===== config.mk =====
export PLATFORM = sky130hd
export DESIGN_NAME = light_bar_sequencer
export DESIGN_NICKNAME = d
export VERILOG_FILES = /design/src/rtl/light_bar_sequencer.sv
export SDC_FILE = /design/constraint.sdc
export NUM_CORES = 1
export LEC_CHECK = 0
export ABC_AREA = 1
export CORE_MARGIN = 2
export CORE_UTILIZATION = 50
export DETAILED_ROUTE_END_ITERATION = 8
export PLACE_DENSITY_LB_ADDON = 0.08
export SETUP_SLACK_MARGIN = 0.4
export SYNTH_ARGS = -nofsm -noshare
export SYNTH_HDL_FRONTEND = slang
export SYNTH_SLANG_ARGS = --single-unit

===== constraint.sdc =====
create_clock -name clock -period 3.7 [get_ports clock]
set_input_delay 0.37 -clock clock [delete_from_list [all_inputs] [get_ports clock]]
set_output_delay 0.37 -clock clock [all_outputs]
set_load 0.005 [all_outputs]

===== src/rtl/light_bar_sequencer.sv =====
// light_bar_sequencer: synchronizes and debounces the pushbutton and mode
// switch, generates the periodic timer tick, and steps a four-pattern FSM
// either on button presses (manual) or after a fixed number of ticks (auto).
// Outputs are registered: one-hot pattern enables, BCD pattern index, tick.
module light_bar_sequencer #(
    parameter int DEBOUNCE_CYCLES = 500000,
    parameter int TICK_CYCLES     = 25000000,
    parameter int DWELL_TICKS     = 4
) (
    input  logic       clock,
    input  logic       reset_n,
    input  logic       switch,
    input  logic       iButton,
    output logic [0:3] enables,
    output logic [3:0] stateBCD,
    output logic       timer
);

    localparam int DB_W = (DEBOUNCE_CYCLES > 2) ? $clog2(DEBOUNCE_CYCLES) : 1;
    localparam int TK_W = (TICK_CYCLES > 2) ? $clog2(TICK_CYCLES) : 1;
    localparam int DW_W = $clog2(DWELL_TICKS + 1);

    localparam logic [DB_W-1:0] DB_LAST = DB_W'(DEBOUNCE_CYCLES - 1);
    localparam logic [TK_W-1:0] TK_LAST = TK_W'(TICK_CYCLES - 1);
    localparam logic [DW_W-1:0] DW_LAST = DW_W'(DWELL_TICKS - 1);

    localparam logic [1:0] P0 = 2'd0;
    localparam logic [1:0] P1 = 2'd1;
    localparam logic [1:0] P2 = 2'd2;
    localparam logic [1:0] P3 = 2'd3;

    // Handshake note: there is no valid/ready traffic here; the only
    // internal event is press_q, a one-cycle pulse consumed unconditionally
    // by the FSM on the edge that follows the debounced falling level.

    logic            btn_s1_q, btn_s2_q;
    logic            sw_s1_q, sw_s2_q;
    logic            db_q, db_d;
    logic [DB_W-1:0] db_cnt_q, db_cnt_d;
    logic            press_q, press_d;
    logic [TK_W-1:0] tick_cnt_q, tick_cnt_d;
    logic            timer_q, timer_d;
    logic [DW_W-1:0] dwell_q, dwell_d;
    logic [1:0]      state_q, state_d;
    logic [0:3]      enables_q, enables_d;
    logic [3:0]      bcd_q, bcd_d;
    logic            mode_change, auto_mode, expire, advance;

    // Two-flop synchronizers; the button idles high (released), switch low.
    always_ff @(posedge clock) begin
        if (!reset_n) begin
            btn_s1_q <= 1'b1;
            btn_s2_q <= 1'b1;
            sw_s1_q  <= 1'b0;
            sw_s2_q  <= 1'b0;
        end else begin
            btn_s1_q <= iButton;
            btn_s2_q <= btn_s1_q;
            sw_s1_q  <= switch;
            sw_s2_q  <= sw_s1_q;
        end
    end

    // Debounce: accept a new level after DEBOUNCE_CYCLES consecutive
    // differing samples; any agreeing sample restarts the count.
    always_comb begin
        db_d     = db_q;
        db_cnt_d = '0;
        if (btn_s2_q != db_q) begin
            if (db_cnt_q == DB_LAST) begin
                db_d     = btn_s2_q;
                db_cnt_d = '0;
            end else begin
                db_cnt_d = db_cnt_q + DB_W'(1);
            end
        end
        // Only a released-to-pressed transition is an event.
        press_d = db_q & ~db_d;
    end

    // Free-running prescaler; timer is high while the count sits at its top.
    always_comb begin
        if (tick_cnt_q == TK_LAST) tick_cnt_d = '0;
        else                       tick_cnt_d = tick_cnt_q + TK_W'(1);
        timer_d = (tick_cnt_d == TK_LAST);
    end

    // Pattern FSM and dwell counter. A press and a dwell expiry on the same
    // edge both request the same single advance.
    always_comb begin
        mode_change = sw_s1_q ^ sw_s2_q;
        auto_mode   = sw_s2_q;
        expire      = auto_mode & ~mode_change & timer_q & (dwell_q == DW_LAST);
        advance     = press_q | expire;

        state_d = state_q;
        if (advance) begin
            case (state_q)
                P0:      state_d = P1;
                P1:      state_d = P2;
                P2:      state_d = P3;
                default: state_d = P0;
            endcase
        end

        dwell_d = dwell_q;
        if (!auto_mode || mode_change || advance) dwell_d = '0;
        else if (timer_q)                         dwell_d = dwell_q + DW_W'(1);
    end

    // Output decode from the next state so outputs move on the same edge.
    always_comb begin
        enables_d = 4'b1000;
        case (state_d)
            P0:      enables_d = 4'b1000;
            P1:      enables_d = 4'b0100;
            P2:      enables_d = 4'b0010;
            default: enables_d = 4'b0001;
        endcase
        bcd_d = {2'b00, state_d};
    end

    // All remaining state: debouncer, prescaler, FSM, dwell and outputs.
    always_ff @(posedge clock) begin
        if (!reset_n) begin
            db_q       <= 1'b1;
            db_cnt_q   <= '0;
            press_q    <= 1'b0;
            tick_cnt_q <= '0;
            timer_q    <= 1'b0;
            dwell_q    <= '0;
            state_q    <= P0;
            enables_q  <= 4'b1000;
            bcd_q      <= 4'd0;
        end else begin
            db_q       <= db_d;
            db_cnt_q   <= db_cnt_d;
            press_q    <= press_d;
            tick_cnt_q <= tick_cnt_d;
            timer_q    <= timer_d;
            dwell_q    <= dwell_d;
            state_q    <= state_d;
            enables_q  <= enables_d;
            bcd_q      <= bcd_d;
        end
    end

    assign enables  = enables_q;
    assign stateBCD = bcd_q;
    assign timer    = timer_q;

endmodule


Word level (Yosys, flattened, before mapping)
Index checks and enable logic that the tools add are counted.

storage, ports and cells
  flip-flop bits (word level) = 62
  output and inout port bits = 9

operators by class
  bitwise operators = 10
  mux-type cells = 6
  reductions and logical operators = 7
  equality and inequality tests = 9
  $add $sub $neg = 3

operators by type and width
  kind                     number
  $eq A25 B25 Y1 const B   2
  $add A25 B1 Y25 const B  1
  $mux W25                 1
  $add A19 B1 Y19 const B  1
  $eq A19 B19 Y1 const B   1
  $pmux W4 S3              1
  $pmux W2 S3              1
  $and A1 B1 Y1            4
  $eq A2 B1 Y1 const B     2
  $eq A2 B2 Y1 const B     2
  $logic_not A2 Y1         2
  $not A1 Y1               4
  $add A3 B1 Y3 const B    1
  $eq A3 B2 Y1 const B     1
  $reduce_or A3 Y1         1
  $logic_or A1 B1 Y1       2
  $mux W1                  2
  $mux W2                  1
  $reduce_or A2 Y1         1
  $logic_not A1 Y1         1
  $ne A1 B1 Y1             1
  $or A1 B1 Y1             1
  $xor A1 B1 Y1            1

Logic depth before layout (Yosys ltp)
  word-level depth = 9
  gate-level depth with buffers = 13

Worst setup path after synthesis
No wires, ideal clock.

  path type = register to register
  from = register tick_cnt_q[0]
  to = register timer_q, in the netlist timer
  arrival = 1.518 ns
  required time = 3.638 ns
  setup time = 0.062 ns
  clock period less this slack = 1.579 ns
  cell stages (with the launch flop) = 11
  path slack = 2.121 ns
  path buffers = 0
  cell sequence = dfxtp_1 ha_1 nand2_1 nor2_4 nand2_4 nor2_4 xor2_1 nand3_1 nor2_1 nand3_1 nor2_2

between the ends
  longest elaborated chain between the ends = 3
  elaborated cells on any way between the ends = 4
  those cells by class = add/sub (1); eq/ne (2); mux (1)

RTL lines
  item                                               RTL line  text
  from (decl)                                        41        logic [TK_W-1:0] tick_cnt_q, tick_cnt_d;
  from (signal assigned)                             139       tick_cnt_q <= tick_cnt_d;
  $add A25 B1 Y25 or $eq A25 B25 Y1 (tied branches)  84, 83
  $mux W25 *                                         83        if (tick_cnt_q == TK_LAST) tick_cnt_d = '0;
  $eq A25 B25 Y1 *                                   85        timer_d = (tick_cnt_d == TK_LAST);
  to (signal assigned)                               140       timer_q <= timer_d;
  to (decl)                                          42        logic timer_q, timer_d;

Every way passes the cells marked *; elsewhere a longest branch is shown, timed or not.
A chain may end at the register's enable or synchronous reset.

Worst setup path after layout
  from = input reset_n
  to = register db_cnt_q[12]

between the ends
  longest elaborated chain between the ends = 2

RTL lines
  item                        RTL line  text
  from (decl)                 11        input logic reset_n,
  $not A1 Y1 (no line)        --
  $reduce_or A3 Y1 (no line)  --
  to (signal assigned)        137       db_cnt_q <= db_cnt_d;
  to (decl)                   39        logic [DB_W-1:0] db_cnt_q, db_cnt_d;

Every way passes these cells.

==> impl_metrics.yaml <==
outcome:
  status: "finished, final reports clean"
cts:
  clk_pin_slew_ps: 70
  clk_latency_ps: 340
  cts_hold_buf: 0
  cts.sinks: 60
  cts_resized: 0
  tritoncts: "yes"
  cts_buffer_depth: 2
  htreeDepth: 3
  cts_buffers: 9
  root_buffer: "clkbuf_8"
  cts_setup_buffers: 0
global_routing:
  grt_pass1_wl_um: 10520
  grt_use_met2_pct: 32.10
  overflow: 0
  grt-busiest-layer: "met2"
  use_met3_pct: 6.061
  grt_pass1_vias: 2390
  grt_max_degree: 23
  met1_usage_pct: 26.96
  track_usage_pct: 20.66
  antenna_found_initial: 0
floorplan:
  core_area_sq_um: 5956
  rows: 28
  start_util_pct: 52.12
  io_pins: 13
  die-area_sq_um: 6855
  die_w_um: 82.80
  fp.dieH_um: 82.80
critical_path:
  critical_path_class: "input port to flip-flop"
  crit_path_cell_trace: "clkdlybuf4s50_1 > inv_1 > nor2_1 > nand3_1 > inv_1 > o21ai_0 > a21oi_1"
  critical_path_arrival_ps: 2540
  crit_path_top_delay_cell: "clkdlybuf4s50_1"
  startpoint_type: "input port"
  cp.required_ps: 3970
  end_kind: "flip-flop"
  r2r_setup_slack_ps: 1730
  cp_top_family: "buffers and inverters"
  critical_path.most_common_cell: "inv_1"
  path_max_fanout: 22
  critical-path-max-stage-delay_ps: 630
  cp_num_buf_inv: 3
sta:
  tightest_slew_ps: 644.5
  setup_viol: 0
  finalHoldViolations: 0
  rsz0062_at_grt: "false"
  fin_crit_ps: 2272
  timing.final.crit_share_pct: 61.42
  timing.setup.tns_ps: 0
  fin_hold_ws_ps: 413.1
  timing.fmax_ghz: 0.4401
  skew_ps: 7.787
  drv_slew: 0
  max_slew_margin_pct: 56.98
power_and_ir_drop:
  p_leak_nw: 1.469
  p_per_area_nw_per_um2: 368.6
  ir_drop_uv: 223.8
yosys:
  yosysSeqAreaShare_pct: 38.69
  netlist-cell-type-count: 31
  async_flop_share_pct: 0
  synth_ff_type: "dfxtp_1"
  synthTopCellsByArea: "dfxtp_1 (39%), nand2_1 (12%), nor2_1 (9.1%), inv_1 (7.6%), nand3_1 (6.1%)"
  synth_warnings: 0
  synth_top_area_cell: "dfxtp_1"
  syn_avg_cell_area_sq_um: 6.838
  synth.top_cell.area_share_pct: 38.69
  synth_area_sq_um: 3104
  synth_edf_count: 0
  netlist_instances: 454
  synth_seq_cells: 60
finish:
  drive_gt1_share_pct: 11.16
  area_delta_synth_final_pct: 11.89
  antennaDiodeCount: 0
  seqCellArea_sq_um: 1201
  multi_input_area_sq_um: 1633
  postLayoutCoreUtil_pct: 58.32
  final_area_sq_um: 3473
  fillerInstances: 567
  final_nets: 480
detailed_routing:
  first_iter_violations: 108
  viasPerCell: 4.924
  drc: 0
  wl_um: 6286
  drtAntennaViolNets: 0
  vias: 2708
  wire_per_inst_um: 11.43
  dr.pass1.iters: 4
placement:
  gp_congestion: 0.9037
  place_area_sq_um: 3272
  port-buffer-count: 10
  dp_hpwl_um: 4825
worst_hold_path:
  min_path_type: "flip-flop to flip-flop"
flow_run:
  maxCapViolations: 0
-- power breakdown --
group | internal, mW | switching [mW]
registers | 0.651 | 0.00362
logic | 0.00756 | 0.0148
clock network | 0.343 | 0.261
-- worst register-to-register path: cells and delay by family, from the launching register on --
| kind | cells | cell delay [ps] |
|---|---|---|
| flops | 1 | 360 |
| simple gates | 4 | 870 |
| buf+inv | 1 | 230 |
| compound gates | 2 | 180 |
| fa+ha+maj | 1 | 220 |
-- routing by layer --
| layer | part of all wire (%) | wire length (um) | up-vias |
|---|---|---|---|
| met5 | 0 | 0 | - |
| met3 | 4.4 | 274 | 15 |
| met4 | 2.2 | 140 | 0 |
| li1 | - | - | 1465 |
| met1 | 50 | 3171 | 1177 |
| met2 | 43 | 2700 | 51 |
-- metrics by stage --
stage	setup WS [ps]	cells	power [mW]
final	1428	550	1.280
after global routing	1177	550	1.327
after CTS	1404	550	1.294
after detailed placement	1055	534	0.6917
after global placement	1099	534	0.6911
after floorplan	2121	455	0.6859
-- cell type report --
| cell class | instances | share of cell area [%] |
|---|---|---|
| clock buffer | 11 | 4.359 |
| clock inverter | 5 | 1.441 |
| inverter | 65 | 7.024 |
| multi-input combinational | 324 | 47.01 |
| sequential | 60 | 34.58 |
| tap | 75 | 2.702 |
| timing repair buffer | 10 | 2.882 |
-- worst paths after layout --
| kind | end | startpoint | cells after the start |
|---|---|---|---|
| max | db_cnt_q[12] | reset_n | 7 |
| min | btn_s2_q | btn_s1_q | 1 |
| max reg2reg | db_cnt_q[12] | db_cnt_q[0] | 8 |
| min reg2reg | btn_s2_q | btn_s1_q | 1 |
-- kinds of logic after synthesis --
family	after synthesis	synth area share, %
DFF	60	38.69
other	1	0.1208
and+or+nand+nor	277	42.12
buffers and inverters	71	8.827
AOI/OAI and AO/OA	29	4.998
xor gates and xnor gates	10	2.822
adders and majority gates	6	2.418
-- sequential cells by signal, summed over array words and instances (netlist names) --
| signal | count |
|---|---|
| tick_cnt_q | 25 |
| db_cnt_q | 19 |
| enables | 4 |
| dwell_q | 3 |
| stateBCD | 2 |
| auto_mode | 1 |
| btn_s1_q | 1 |
| btn_s2_q | 1 |
| db_q | 1 |
| press_q | 1 |
| sw_s1_q | 1 |
| timer | 1 |
-- cells in the mapped netlist, types with 2 or more instances --
| cell type | number |
|---|---|
| nand2_1 | 99 |
| nor2_1 | 75 |
| inv_1 | 63 |
| dfxtp_1 | 60 |
| nand3_1 | 38 |
| a21oi_1 | 16 |
| nand4_1 | 14 |
| nor3_1 | 12 |
| nor2_4 | 11 |
| nand2_2 | 9 |
| o21ai_0 | 9 |
| xor2_1 | 7 |
| ha_1 | 6 |
| nor2_2 | 6 |
| clkbuf_1 | 4 |
| or2_2 | 4 |
| xnor2_1 | 3 |
| buf_4 | 2 |
| inv_2 | 2 |
| nand2_4 | 2 |
| or2_0 | 2 |
-- layout by cell type, fill, tap and decap left out, types with 2 or more instances in the layout --
master	instances
conb_1	2
inv_1	63
clkbuf_8	11
inv_2	2
or2_2	4
clkdlybuf4s50_1	10
nor2_4	11
dfxtp_1	60
or2_0	2
ha_1	6
nand2_4	2
a21oi_1	16
nand4_1	14
nor2_1	75
clkinv_2	4
xor2_1	7
nand2_2	9
o21ai_0	9
nor3_1	12
xnor2_1	3
nand2_1	99
nand3_1	38
nor2_2	6
Note: power is estimated with default switching activity, not from simulation.
